`config.mk`:
```
export PLATFORM = sky130hd
export DESIGN_NAME = inst_fetch_unit
export DESIGN_NICKNAME = d
export VERILOG_FILES = /design/src/rtl/inst_fetch_unit.sv
export SDC_FILE = /design/constraint.sdc
export NUM_CORES = 1
export LEC_CHECK = 0
export ABC_AREA = 0
export ABC_CLOCK_PERIOD_IN_PS = 1610
export CAP_MARGIN = 20
export CORE_MARGIN = 4
export CORE_UTILIZATION = 35
export DETAILED_ROUTE_END_ITERATION = 16
export GPL_TIMING_DRIVEN = 0
export HOLD_SLACK_MARGIN = 0.02
export PLACE_DENSITY_LB_ADDON = 0.25
export SLEW_MARGIN = 40
export SYNTH_ARGS = -nofsm -noshare
export SYNTH_HDL_FRONTEND = slang
export SYNTH_SLANG_ARGS = --single-unit
```
`constraint.sdc`:
```
create_clock -name clk -period 1.61 [get_ports clk]
set_input_delay 0.161 -clock clk [delete_from_list [all_inputs] [get_ports clk]]
set_output_delay 0.161 -clock clk [all_outputs]
set_load 0.03 [all_outputs]
```
`src/rtl/inst_fetch_unit.sv`:
```
// inst_fetch_unit: single-outstanding instruction fetch stage feeding the decoder
//   clk, rst_n                        clock, asynchronous active-low reset
//   imem_req_valid/ready/addr         request channel to instruction memory (addr = pc)
//   imem_resp_valid/ready/data/err    response channel from instruction memory
//   pc, inst, inst_valid, inst_ready  held instruction presented to decode, retired on inst_ready
//   next_pc                           PC to fetch after retire, sampled on retire only
//   fetch_err, err_cause              sticky error flag and cause (01 bus error, 10 misaligned)
module inst_fetch_unit #(
    parameter int                ADDR_W   = 32,
    parameter logic [ADDR_W-1:0] RESET_PC = 32'h8000_0000
) (
    input  logic              clk,
    input  logic              rst_n,
    output logic              imem_req_valid,
    input  logic              imem_req_ready,
    output logic [ADDR_W-1:0] imem_req_addr,
    input  logic              imem_resp_valid,
    output logic              imem_resp_ready,
    input  logic [31:0]       imem_resp_data,
    input  logic              imem_resp_err,
    output logic [ADDR_W-1:0] pc,
    output logic [31:0]       inst,
    output logic              inst_valid,
    input  logic              inst_ready,
    input  logic [ADDR_W-1:0] next_pc,
    output logic              fetch_err,
    output logic [1:0]        err_cause
);
    typedef enum logic [2:0] {BOOT, REQ, WAIT, HOLD, HALT} state_t;
    state_t state;
    assign imem_req_addr = pc;
    // Handshake outputs are registered alongside the state so each one
    // changes exactly on the transition into or out of its state.
    always_ff @(posedge clk or negedge rst_n) begin
        if (!rst_n) begin
            state           <= BOOT;
            pc              <= RESET_PC;
            inst            <= 32'h0;
            inst_valid      <= 1'b0;
            imem_req_valid  <= 1'b0;
            imem_resp_ready <= 1'b0;
            fetch_err       <= 1'b0;
            err_cause       <= 2'b00;
        end else begin
            case (state)
                BOOT: begin
                    state          <= REQ;
                    imem_req_valid <= 1'b1;
                end
                REQ: if (imem_req_ready) begin
                    state           <= WAIT;
                    imem_req_valid  <= 1'b0;
                    imem_resp_ready <= 1'b1;
                end
                WAIT: if (imem_resp_valid) begin
                    imem_resp_ready <= 1'b0;
                    if (imem_resp_err) begin
                        state     <= HALT;
                        fetch_err <= 1'b1;
                        err_cause <= 2'b01;
                    end else begin
                        state      <= HOLD;
                        inst       <= imem_resp_data;
                        inst_valid <= 1'b1;
                    end
                end
                HOLD: if (inst_ready) begin
                    inst_valid <= 1'b0;
                    if (next_pc[1:0] == 2'b00) begin
                        state          <= REQ;
                        pc             <= next_pc;
                        imem_req_valid <= 1'b1;
                    end else begin
                        state     <= HALT;
                        fetch_err <= 1'b1;
                        err_cause <= 2'b10;
                    end
                end
                default: state <= HALT;
            endcase
        end
    end
endmodule
```
Word-level counts from Yosys, hierarchy flattened
Cells that the tools add are included.
{"block": "op_classes", "n_reduce_logical": 12, "multipliers": 0, "n_eq_ne": 10, "n_shift": 0, "bitwise": 1, "addsub": 0, "muxes": 27, "magnitude_cmp": 0, "n_div": 0}
{"operator": "$mux 3", "count": 5}
{"operator": "$ne 2x2->1 const B", "count": 7}
{"operator": "$mux 1", "count": 12}
{"operator": "$pmux 3 s4", "count": 1}
{"operator": "$reduce_and 3->1", "count": 4}
{"operator": "$mux 2", "count": 4}
{"operator": "$reduce_and 4->1", "count": 2}
{"operator": "$eq 3x2->1 const B", "count": 2}
{"operator": "$pmux 1 s2", "count": 3}
{"operator": "$reduce_and 5->1", "count": 1}
{"operator": "$pmux 2 s2", "count": 1}
{"operator": "$reduce_bool 2->1", "count": 2}
{"operator": "$eq 3x1->1 const B", "count": 1}
{"operator": "$logic_not 3->1", "count": 1}
{"operator": "$pmux 1 s3", "count": 1}
{"operator": "$reduce_bool 3->1", "count": 1}
{"operator": "$logic_not 2->1", "count": 1}
{"operator": "$not 1->1", "count": 1}
{"block": "totals", "mem_bits_ro": 0, "register_bits": 73, "ramBits": 0, "out_inout_bits": 102, "latch_bits": 0, "wordCells": 58, "mem_count": 0}

Longest topological paths before layout
Gate-level depths: netlist (run 1).
{"block": "logic_depth", "ltp_word": 4, "ltp_mapped": 6}

Least setup slack after synthesis (run 1)
OpenSTA, ideal clock, no wires.
{"block": "synth_timing", "kind": "flip-flop to flip-flop", "startpoint": "register state[2]", "endpoint": "register pc[10], in the netlist imem_req_addr[10]", "path_stages_with_launch": 6, "setup_ps": 125, "slack_ps": -12, "path_buffers": 2, "arrival_time_ps": 1497, "path_cell_list": "dfrtp_1 > nand4b_4 > or3_1 > buf_6 > buf_12 > mux2_4"}
{"block": "synth_via", "elab_chain_cells": 2}
{"item": "start: declaration", "line": "30", "text": "state_t state;"}
{"item": "start signal: assignment", "line": "36", "text": "state <= BOOT;"}
{"item": "start signal: assignment", "line": "47", "text": "state <= REQ;"}
{"item": "start signal: assignment", "line": "51", "text": "state <= WAIT;"}
{"item": "$eq 3x2->1", "line": "45", "text": "case (state)"}
{"item": "$reduce_and 3->1 (no line)"}
{"item": "end signal: assignment", "line": "71", "text": "pc <= next_pc;"}
{"item": "end: declaration", "line": "21", "text": "output logic [ADDR_W-1:0] pc,"}
No other way between the ends.
A chain may end at the register's enable or synchronous reset.

Worst setup path in the final report (run 1)
{"block": "layout_timing", "startpoint": "register state[2]", "endpoint": "register pc[17], in the netlist imem_req_addr[17]"}
Same word-level chain as after synthesis.

==> flow_summary.ini, run 1 <==
[setup_path]
start_kind = flip-flop
cpPeakStageDelay_ns = 0.46
cp_data_arrival_time_ns = 1.87
r2r_start = state[2]
crit_type = flip-flop to flip-flop
required_ns = 1.83
startpoint = state[2]
crit_buf_inv = 1
critPathMaxFanout = 10
cp_cell_sequence = nand4b_4 -> or3_4 -> buf_12 -> mux2_4
slowest_stage = or3_4
endpoint_kind = flip-flop
critical-path-top-delay-family = simple AND/OR/NAND/NOR gates

[yosys]
synth_area_sq_um = 3207
synth.area.top_cells = dfrtp_1, mux2_4, mux2_2
syn_inst = 212
synth_nets = 282
seq_area_frac_synth = 0.5700
ys_ff_latch = 73
avgSynthCellArea_sq_um = 15.13
ys_types = 28
synth_top_area_cell = dfrtp_1
ys_warn_count = 0
synth_top_area_frac = 0.5618

[finish]
antenna_cells = 0
finish.utilization = 0.6311
postLayoutCellArea_sq_um = 5558
drive_gt1_frac = 0.3317
area_growth_syn_to_layout_pct = 73.31
nets = 475
fin_cells = 518
layout_commonest_cell = clkdlybuf4s50_1
layout.cells.most_common_list = clkdlybuf4s50_1, dfrtp_1, mux2_4, buf_4, dlygate4sd2_1

[timing]
final_max_slew_viol_count = 0
fmax_mhz = 603.0
tightest_slew_ns = 0.3543
slew_headroom = 0.7634
setup_slack_ns = -0.04829
layout_min_cycle_time_ns = 1.658
finalClockSkew_ns = 0.008983
period_share = 1.030
final-setup-viol-count = 27
rsz0062_at_grt = true
hold_viol_final = 0

[global_routing]
grt_use_total = 0.1493
grt_pass1_wl_mm = 13.03
grt_pass1_vias = 2482
grt_max_degree = 40
grt.overflow.total = 0
antenna_found_initial = 0

[place]
hpwl_mm = 6.044
port_buffers = 171
pre_cts_ws_ns = -0.4369
dpl_cell_area_sq_um = 5075
dp_cells = 492
place_congestion = 0.7418

[floorplan]
die_w_um = 103.7
rows = 34
fp.dieH_um = 103.7
core-area_sq_um = 8806
die-area_sq_um = 10760
initial_core_util = 0.3642
io_pins = 172

[drt]
drt_wl_total_mm = 8.176
drt-initial-drc-count = 36
firstDrtPassIters = 4
drcViolationCount = 0
ant_nets = 0
viasPerCell = 4.500
num_vias = 2331
routedWlPerCell_um = 15.78

[clock_tree]
cts_tree = yes
cts_buffer_depth = 2
clk_latency_ns = 0.34
path_clk_slew_ns = 0.09
cts_made_buffers = 9
numClockSinks = 73
root_buffer = clkbuf_8
cts_htree_levels = 3

[power]
p_leak_nw = 3.163
peakVddDrop_mv = 0.9268
power_density_nw_per_um2 = 1887

[outcome]
violations = negative setup slack
outcome = finished, violations left

[run]
cap_violations = 0

[hold_path]
hold_path.class = primary input to async pin
[metal layers]
layer,vias to the layer above,GRT usage,part of all wire
met4,0,0.05128,0.016
met2,95,0.2575,0.51
met1,1134,0.1776,0.42
li1,1091,-,-
met5,-,0,0
met3,11,0.04478,0.057
[sequential cells by signal (all words and copies together) (netlist names)]
name	count
imem_req_valid	1
imem_resp_ready	1
err_cause	2
inst	32
inst_valid	1
fetch_err	1
state	3
imem_req_addr	32
[synth_stat cells]
cell,instances
mux2_2,34
a211oi_1,1
buf_4,33
nand3b_1,1
buf_6,2
nor3b_1,1
and2_1,3
nor2b_1,2
buf_12,2
buf_8,1
nor2_1,3
mux2_4,28
a21oi_1,3
a221oi_1,1
a21o_1,1
dfstp_2,1
or3_1,3
nand2_1,5
nand4bb_1,1
o22ai_1,2
a2bb2oi_1,1
buf_2,3
dfrtp_1,72
inv_1,2
nand4b_4,1
and4bb_2,1
o21ai_0,3
nor3_2,1
[layout make-up]
class	count	area [sq um]
Inverter	2	7.507
Tap cell	108	135.1
Timing Repair Buffer	183	1914
Clock inverter	6	90.09
Buffer	40	352.8
Clock buffer	10	137.6
Sequential cell	73	1829
Multi-Input combinational cell	96	1091
Fill cell	702	3248
[stage by stage]
step	TNS (ns)	total power, mW	hold WS [ns]
after global routing	-1.934	11.04	0.2958
after CTS	-1.113	10.60	0.2604
after detailed placement	-21.82	9.032	0.07034
after global placement	-178.99	8.917	0.4619
final	-0.7725	10.49	0.2657
after floorplan	-0.3153	6.521	-0.1346
[what timing repair did]
item | CTS | global route
buffers inserted | 7 | 0
cloned | 3 | 0
gates resized for setup | 55 | 36
setup endpoints to repair | 90 | 89
hold buffers | 1 | 0
hold endpoints to repair | 34 | 0
pin swaps | 1 | 1
[power by group]
part	switching (mW)	internal [mW]
combinational	2.99	2.80
clock	0.690	0.921
sequential	0.476	2.61
[worst paths after layout]
path,to,slack [ns],depth (start not counted)
worst max-delay path,imem_req_addr[17],-0.05,4
worst min-delay path,inst[2],0.27,2
worst max register to register,imem_req_addr[17],-0.05,4
worst min register to register,fetch_err,0.47,1
max in group asynchronous,imem_req_addr[22],0.82,3
min in group clk,imem_req_addr[16],0.43,2
[kinds of logic (layout without fill, tap and decap cells)]
kind of cell | after synthesis | in the layout | share of synthesized area
AO/OA/AOI/OAI | 12 | 12 | 0.02341
multiplexers | 62 | 62 | 0.2505
AND/OR/NAND/NOR | 22 | 22 | 0.04760
buffers and inverters | 43 | 241 | 0.1085
flip-flops | 73 | 73 | 0.5700
No activity file was read; power rests on OpenSTA's default activity.
==> inputs of run 2 (changes only) <==
--- a/config.mk
+++ b/config.mk
@@ -8,6 +8,7 @@
 export ABC_AREA = 0
 export ABC_CLOCK_PERIOD_IN_PS = 1610
 export CAP_MARGIN = 20
+export CORE_ASPECT_RATIO = 2
 export CORE_MARGIN = 4
 export CORE_UTILIZATION = 35
 export DETAILED_ROUTE_END_ITERATION = 16
==> flow_summary.ini, run 2 (synthesis gave the netlist of run 1 again) <==
[setup_path]
worstRegToRegCells = 4
r2r-end = imem_req_addr[19]
slowest_stage = or3_4
cp_data_arrival_time_ns = 1.89
crit_type = flip-flop to flip-flop
r2r_start = state[2]
start_kind = flip-flop
reg2reg_setup_slack_ns = -0.07
required_ns = 1.82
cpPeakStageDelay_ns = 0.45
cp_cell_sequence = nand4b_4 -> or3_4 -> clkbuf_16 -> mux2_4
endpoint_kind = flip-flop
critPathMaxFanout = 7

[global_routing]
grt_max_degree = 39
grt_pass1_vias = 2482
antenna_found_initial = 0
grt_pass1_wl_mm = 13.01
grt_use_total = 0.1623
grt.overflow.total = 0

[drt]
num_vias = 2374
viasPerCell = 4.565
drt_wl_total_mm = 8.626
drcViolationCount = 0
routedWlPerCell_um = 16.59
firstDrtPassIters = 4
drt-initial-drc-count = 37
ant_nets = 0

[floorplan]
fp.dieH_um = 143.4
die_w_um = 75.69
initial_core_util = 0.3583
io_pins = 172
rows = 49
core-area_sq_um = 8951
die-area_sq_um = 10850

[finish]
layout_commonest_cell = clkdlybuf4s50_1
fill_cells = 719
antenna_cells = 0
nets = 483
multi_input_area_sq_um = 1069
drive_gt1_frac = 0.3421
area_growth_syn_to_layout_pct = 76.79
layout.cells.most_common_list = clkdlybuf4s50_1, dfrtp_1, buf_4, mux2_4, dlygate4sd2_1
final-seq-area_sq_um = 1829

[timing]
slew_headroom = 0.7491
tightest_slew_ns = 0.3751
hold_viol_final = 0
period_share = 1.040
rsz0062_at_grt = true
hold_ws_ns = 0.3185
final_max_slew_viol_count = 0
setup_slack_ns = -0.06516
layout_min_cycle_time_ns = 1.675
finalClockSkew_ns = 0.006974
final-setup-viol-count = 39
fmax_mhz = 597.0

[clock_tree]
cts_made_buffers = 9
numClockSinks = 73
clk_latency_ns = 0.33
cts_htree_levels = 3
root_buffer = clkbuf_16
cts_tree = yes
path_clk_slew_ns = 0.06
cts_buffer_depth = 2

[power]
totalPowerFinal_mw = 11.20
power_density_nw_per_um2 = 1975
p_leak_nw = 2.850
peakVddDrop_mv = 1.145

[hold_path]
hold_path.class = primary input to async pin

[place]
place_congestion = 0.7476
hpwl_mm = 6.514
port_buffers = 171

[outcome]
outcome = finished, violations left
violations = negative setup slack

[run]
cap_violations = 0
[run 2: cell types whose count changed in the layout (fill, tap and decap cells not counted), moves of 3 or more]
cell / before / now
buf_4: 39 / 44
mux2_4: 41 / 35
clkbuf_8: 10 / 1
clkbuf_16: 0 / 10
dlymetal6s2s_1: 28 / 3
mux2_2: 21 / 27
buf_6: 5 / 8
clkdlybuf4s50_1: 109 / 134
[run 2: worst max path at each step]
stage | startpoint | endpoint
2_1_floorplan | state[2] | imem_req_addr[10]
3_3_place_gp | rst_n | inst[1]
3_5_place_dp | imem_resp_valid | inst[31]
4_1_cts | state[2] | inst[12]
5_1_grt | state[2] | inst[13]
6_report | state[2] | imem_req_addr[19]
[run 2: layer usage]
| metal | GRT usage | share of wire | vias up |
|---|---|---|---|
| li1 | - | - | 1103 |
| met1 | 0.1640 | 0.32 | 1147 |
| met2 | 0.2855 | 0.57 | 100 |
| met3 | 0.04132 | 0.068 | 24 |
| met4 | 0.09862 | 0.046 | 0 |
| met5 | 0 | 0 | - |
[run 2: cell type report]
class	count	area share
Timing Repair Buffer	193	0.3452
Sequential cell	73	0.3227
Multi-Input combinational cell	96	0.1885
Buffer	38	0.05893
Clock buffer	11	0.04282
Tap cell	102	0.02251
Clock inverter	5	0.01810
Inverter	2	0.001324
[run 2: what timing repair did]
action	in CTS	in global routing
hold buffers	1	0
pin swaps	1	1
setup endpoints to repair	94	65
buffers inserted	13	2
endpoints found under the hold margin	36	0
resized for setup	56	7
gates cloned	4	1
[run 2: power breakdown]
part	internal (mW)	switching [mW]
Sequential	2.61	0.479
Clock	1.55	0.745
Combinational	2.80	3.01
[run 2: worst max-delay path: cells and delay by family (launching register included)]
family                 cells  cell delay (ns)
DFF                        1             0.43
muxes                      1             0.29
and+or+nand+nor            2             0.63
buffers and inverters      1             0.20
[run 2: metrics by stage]
| stage | setup WS (ns) | std cells | area [sq um] | utilization | TNS, ns |
|---|---|---|---|---|---|
| floorplan | -0.01208 | 212 | 3207 | - | -0.3153 |
| global placement | -2.241 | 485 | 5046 | 0.5637 | -185.53 |
| detailed placement | -0.4680 | 486 | 5067 | 0.5661 | -23.95 |
| CTS | -0.1068 | 519 | 5635 | 0.6296 | -2.225 |
| global route | -0.1157 | 520 | 5669 | 0.6334 | -3.563 |
| finish | -0.06516 | 520 | 5669 | 0.6334 | -1.724 |
